--- src/rtl/period_meter_pkg.sv ---
// Shared types and default sizing for the period meter.
package period_meter_pkg;

  localparam int DEFAULT_CNT_WIDTH   = 16;
  localparam int DEFAULT_SYNC_STAGES = 2;

  typedef enum logic [1:0] {
    IDLE    = 2'd0,
    MEASURE = 2'd1,
    TIMEOUT = 2'd2
  } state_t;

endpackage

--- src/rtl/sync_rise_detect.sv ---
// Brings an asynchronous level into the clk domain and flags its rising edges.
module sync_rise_detect
  import period_meter_pkg::*;
#(
  parameter int SYNC_STAGES = DEFAULT_SYNC_STAGES
) (
  input  logic clk,
  input  logic rst,
  input  logic d_in,
  output logic level_out,
  output logic rise_out
);

  logic [SYNC_STAGES-1:0] sync_q;
  logic                   s_d;

  always_ff @(posedge clk) begin
    if (rst) begin
      sync_q <= '0;
      s_d    <= 1'b0;
    end else begin
      sync_q <= {sync_q[SYNC_STAGES-2:0], d_in};
      s_d    <= sync_q[SYNC_STAGES-1];
    end
  end

  assign level_out = sync_q[SYNC_STAGES-1];
  assign rise_out  = sync_q[SYNC_STAGES-1] & ~s_d;

endmodule

--- src/rtl/period_meter.sv ---
// Measures period and high time of a square wave between successive rising
// edges and hands the result out through a valid/ready register.
module period_meter
  import period_meter_pkg::*;
#(
  parameter int CNT_WIDTH   = DEFAULT_CNT_WIDTH,
  parameter int SYNC_STAGES = DEFAULT_SYNC_STAGES
) (
  input  logic                 clk,
  input  logic                 rst,
  input  logic                 sig_in,
  output logic [CNT_WIDTH-1:0] meas_period,
  output logic [CNT_WIDTH-1:0] meas_high,
  output logic                 meas_valid,
  input  logic                 meas_ready,
  output logic                 meas_overrun,
  output logic                 timeout
);

  localparam logic [CNT_WIDTH-1:0] CNT_MAX = '1;
  localparam logic [CNT_WIDTH-1:0] CNT_ONE = CNT_WIDTH'(1);

  state_t               state, state_nxt;
  logic [CNT_WIDTH-1:0] period_cnt, high_cnt;
  logic                 s, rise;
  logic                 cnt_load, cnt_inc, result_load;

  sync_rise_detect #(
    .SYNC_STAGES(SYNC_STAGES)
  ) u_sync (
    .clk      (clk),
    .rst      (rst),
    .d_in     (sig_in),
    .level_out(s),
    .rise_out (rise)
  );

  always_ff @(posedge clk) begin
    if (rst) state <= IDLE;
    else     state <= state_nxt;
  end

  // Edges out of IDLE or TIMEOUT only restart counting: the period before them is unknown.
  always_comb begin
    state_nxt   = state;
    cnt_load    = 1'b0;
    cnt_inc     = 1'b0;
    result_load = 1'b0;
    case (state)
      IDLE: begin
        if (rise) begin
          state_nxt = MEASURE;
          cnt_load  = 1'b1;
        end
      end
      MEASURE: begin
        if (rise) begin
          cnt_load    = 1'b1;
          result_load = 1'b1;
        end else if (period_cnt == CNT_MAX) begin
          state_nxt = TIMEOUT;
        end else begin
          cnt_inc = 1'b1;
        end
      end
      TIMEOUT: begin
        if (rise) begin
          state_nxt = MEASURE;
          cnt_load  = 1'b1;
        end
      end
      default: state_nxt = IDLE;
    endcase
  end

  // The rise cycle itself has s=1, so both counters restart at one.
  always_ff @(posedge clk) begin
    if (rst) begin
      period_cnt <= '0;
      high_cnt   <= '0;
    end else if (cnt_load) begin
      period_cnt <= CNT_ONE;
      high_cnt   <= CNT_ONE;
    end else if (cnt_inc) begin
      period_cnt <= period_cnt + CNT_ONE;
      if (s) high_cnt <= high_cnt + CNT_ONE;
    end
  end

  always_ff @(posedge clk) begin
    if (rst) timeout <= 1'b0;
    else     timeout <= (state_nxt == TIMEOUT);
  end

  // A new result always wins; overrun only when it displaces an unaccepted one.
  always_ff @(posedge clk) begin
    if (rst) begin
      meas_period  <= '0;
      meas_high    <= '0;
      meas_valid   <= 1'b0;
      meas_overrun <= 1'b0;
    end else if (result_load) begin
      meas_period  <= period_cnt;
      meas_high    <= high_cnt;
      meas_valid   <= 1'b1;
      meas_overrun <= meas_valid & ~meas_ready;
    end else if (meas_valid && meas_ready) begin
      meas_valid   <= 1'b0;
      meas_overrun <= 1'b0;
    end
  end

endmodule

--- config.mk ---
export PLATFORM = sky130hd
export DESIGN_NAME = period_meter
export DESIGN_NICKNAME = d
export VERILOG_FILES = /design/src/rtl/period_meter_pkg.sv /design/src/rtl/sync_rise_detect.sv /design/src/rtl/period_meter.sv
export SDC_FILE = /design/constraint.sdc
export NUM_CORES = 1
export LEC_CHECK = 0
export CAP_MARGIN = 20
export CORE_ASPECT_RATIO = 1.75
export CORE_MARGIN = 1.5
export CORE_UTILIZATION = 40
export CTS_CLUSTER_DIAMETER = 100
export DETAILED_ROUTE_END_ITERATION = 16
export PLACE_DENSITY_LB_ADDON = 0.3
export SETUP_SLACK_MARGIN = 0.2
export SLEW_MARGIN = 20
export SYNTH_ARGS = -nofsm -noshare
export SYNTH_HDL_FRONTEND = slang
export SYNTH_SLANG_ARGS = --single-unit
--- constraint.sdc ---
create_clock -name clk -period 6.1 [get_ports clk]
set_input_delay 1.22 -clock clk [delete_from_list [all_inputs] [get_ports clk]]
set_output_delay 1.22 -clock clk [all_outputs]
set_load 0.03 [all_outputs]
======== Word-level counts from Yosys, hierarchy flattened ========
Cells that the tools add are included.
storage, ports and cells
  bits in registers ....................... 72
  bits of input ports ..................... 4
  output and inout port bits .............. 35
  word-level logic and storage cells ...... 50
operators by class
  add/subtract/negate cells ............... 2
  equality and inequality tests ........... 4
  muxes and demuxes ....................... 18
  bitwise gates (word level) .............. 4
  reductions and logical operators ........ 10
operators by type and width
  kind                     count
  $add A16 B1 Y16 const B  2
  $eq A16 B16 Y1 const B   1
  $mux W1                  14
  $mux W2                  3
  $reduce_bool A2 Y1       3
  $eq A2 B2 Y1 const B     2
  $pmux W2 S2              1
  $reduce_and A2 Y1        2
  $reduce_or A2 Y1         2
  $reduce_or A3 Y1         1
  $and A1 B1 Y1            2
  $eq A2 B1 Y1 const B     1
  $logic_not A2 Y1         1
  $not A1 Y1               2
  $logic_and A1 B1 Y1      1

======== Depth between registers and ports, before layout ========
  depth after elaboration ................. 6
  gate-level depth with buffers ........... 8
  depth with buffers taken out ............ 5

======== Cells and area by module ========
From an unflattened synthesis, not the netlist that was laid out.
second synthesis, totals
  cell total of the unflattened synthesis .. 372
  area total of the unflattened synthesis .. 3,125.5 µm²
by module, submodules not included
  module            times used  cells an instance  area each (µm²)  sequential area each (µm²)
  period_meter      1           365                3,037.9          1,381.3
  sync_rise_detect  1           7                  87.6             60.1

======== Worst setup path before layout ========
Ideal clock, no wire load.
  kind .................................... in2reg
  from .................................... input rst
  to ...................................... register high_cnt[14]
  library setup time ...................... 101 ps
  arrival time ............................ 2,247 ps
  required time ........................... 5,999 ps
  slack ................................... 3,752 ps
  stages on the path ...................... 5
  buffers on the path ..................... 2
  cell sequence ........................... clkbuf_1 a21oi_1 clkbuf_1 o311ai_0 o41ai_1
on the way
  longest elaborated chain between the ends .. 1
ends and longest elaborated chain
  what                               line                text
  start, declared                    period_meter.sv:10  input logic rst,
  $reduce_or A2 Y1 (no source line)  n/a
  end signal, assigned               period_meter.sv:86  if (s) high_cnt <= high_cnt + CNT_ONE;
  end, declared                      period_meter.sv:24  logic [CNT_WIDTH-1:0] period_cnt, high_cnt;
Every way passes these cells.
A chain may end at the register's enable or synchronous reset.

======== Worst setup path in the final report ========
  from .................................... input rst
  to ...................................... register high_cnt[8]
The elaborated chain is that of the path after synthesis.

==> impl_metrics.yaml <==
status:
  status: "finished clean"
yosys:
  synth_edf_count: 0
  synth_largest_area_cell: "dfxtp_1"
  synth_cells: 374
  synth_area_um2: 3067
  syn_nets: 380
  yosysWarnings: 0
  synth_common_cells: "nand2_1 (85), dfxtp_1 (72), a21oi_1 (59), clkbuf_1 (22), or4_1 (17)"
  synth_area_leaders: "dfxtp_1 (47%), nand2_1 (10%), a21oi_1 (9.6%), or4_1 (4.2%), o31ai_1 (3.4%)"
  synth_top_area_share_pct: 47.00
  synthFlopType: "dfxtp_1"
  ys_ff_latch: 72
  avgSynthCellArea_um2: 8.200
  synth-async-reset-ratio_pct: 0
  yosysUniqueCellTypes: 35
  yosys.cell_count.top_type: "nand2_1"
  yosysSeqAreaShare_pct: 47.00
timing:
  grt_setup_unrepaired: "false"
  fin_skew_ns: 0.005577
  tns_ns: 0
  hold_viol_final: 0
  setup_viol: 0
  post-route-min-period_ns: 2.868
  fin_crit_sh_pct: 47.02
  fmax_ghz: 0.3486
  postLayoutSetupSlackWorst_ns: 3.232
  maxSlewHeadroom_pct: 47.49
  worstMarginPinSlew_ns: 0.7877
  drv_slew: 0
clock_tree:
  cts.sinks: 72
  clockBufferDepth: 2
  cts_resized: 0
  clk_pin_slew_ns: 0.05
  cts_tree: "done"
  numCtsBuffers: 9
  h-tree-depth: 3
  post_cts_buffers: 0
  clk_latency_ns: 0.33
  cts_hold_buffers: 0
  cts_root_buf: "clkbuf_16"
power_and_ir_drop:
  power_uw: 982.4
  powerDensity_nw_per_um2: 261.5
  leakage_uw: 0.001157
  vdd_drop_max_uv: 162.2
worst_setup_path:
  crit_path_start_kind: "input pin"
  crit_fanout: 44
  endpoint_kind: "register"
  crit_type: "in -> reg"
  cpPeakStageDelay_ns: 0.65
  critPathLaunch: "rst"
  cp.arrival_ns: 3.09
  critPathRequiredTime_ns: 6.32
  path_cells: "clkdlybuf4s50_1 > buf_4 > a21o_1 > nor2_1 > mux2_2"
  r2r_start: "state[0]"
  slowest_stage: "a21o_1"
global_routing:
  grtUsageTotal_pct: 16.87
  first_global_vias: 2517
  grt_pass1_wl_um: 11240
  overflow: 0
  antenna_found_initial: 0
  grt_max_degree: 46
floorplanning:
  die_h_um: 118.8
  die_area_um2: 8222
  start_util_pct: 40.81
  coreArea_um2: 7515
  die_width_um: 69.19
  fp-row-count: 42
  io_pins: 39
drt:
  vias_per_cell: 5.593
  drtAntennaViolNets: 0
  routedWlPerCell_um: 13.55
  wl_um: 6652
  drc: 0
  drt_iter0_markers: 122
  first_pass_iters: 4
  via_count: 2746
min_path:
  hold_path.class: "reg -> reg"
  holdCritStartpoint: "u_sync.sync_q[0]"
placement:
  dpl_cell_area_um2: 3477
  dpl_worst_slack_ns: 2.745
  hpwl_um: 4597
  place.gp.congestion: 0.8194
  port_buffers: 38
run:
  drv_cap: 0
finish:
  fin_nets: 406
  synthToLayoutAreaGrowth_pct: 22.52
  antenna_cells: 0
  drive_gt1_share_pct: 5.211
  multi_input_area_um2: 1510
  ff_latch_area_um2: 1441
  design_area_um2: 3757
  fillerInstances: 758
sequential cells by signal, indices dropped and copies added (netlist names):
signal	count
u_sync.sync_q	2
timeout	1
meas_period	16
meas_high	16
state	2
high_cnt	16
meas_valid	1
period_cnt	16
u_sync.s_d	1
meas_overrun	1
per-layer routing:
layer	global-route usage, %	part of all wire (%)
met1	17.55	41
met2	30.47	53
met3	4.146	3.0
met4	9.191	3.2
met5	0	0
final cells by class:
type	instances	share of cell area [%]
timing repair buffer	41	10.72
multi-input combinational	271	40.19
tap	88	2.930
clock buffer	14	7.293
sequential	72	38.36
inverter	5	0.4995
worst max-delay path: cells and delay by family:
| family | cells | cell delay, ns |
|---|---|---|
| AOI/OAI and AO/OA | 1 | 0.65 |
| muxes | 1 | 0.28 |
| and+or+nand+nor | 1 | 0.08 |
| buffers and inverters | 2 | 0.84 |
final timing paths:
path	end	cells past startpoint	slack [ns]
max	high_cnt[8]	5	3.23
min reg2reg	u_sync.sync_q[1]	1	0.44
max reg2reg	high_cnt[11]	4	3.77
min	u_sync.sync_q[1]	1	0.44
per-stage QoR:
stage	instances	util (%)	hold WS [ns]
2_1_floorplan	374	-	0.4138
3_5_place_dp	477	46.27	0.4305
3_3_place_gp	477	46.27	0.4321
4_1_cts	491	49.92	0.4441
5_1_grt	491	50.00	0.4710
6_report	491	50.00	0.4385
kinds of logic after synthesis:
| group | count (synthesis) | share of synthesized area, % |
|---|---|---|
| AND/OR/NAND/NOR | 170 | 28.60 |
| AO/OA/AOI/OAI | 93 | 17.63 |
| flip-flops | 72 | 47.00 |
| buffers and inverters | 31 | 3.958 |
| multiplexers | 6 | 1.999 |
| adder cells (fa/ha/maj) | 2 | 0.8159 |
cells in the final DEF, fill, tap and decap left out, drive strengths merged, types with 2 or more instances in the layout:
cell type,n
nand4b,2
nand3,10
o311ai,3
nand4,8
inv,5
or4,17
dfxtp,72
nand2,85
or3,6
a21oi,59
mux2i,5
nor3,3
nor2b,8
and2,3
buf,3
ha,2
clkbuf,14
o21ai,9
and3,2
o41ai,3
o31ai,14
and4,5
nand2b,11
nor2,3
clkdlybuf4s50,38
nor4,4
power by group:
part	leakage, uW	internal, uW	switching (uW)
Sequential	0.000581	473	2.68
Combinational	0.000441	7.56	17.6
Clock	0.000135	304	177
Total	0.00116	785	198
No activity file was read; power rests on OpenSTA's default activity.
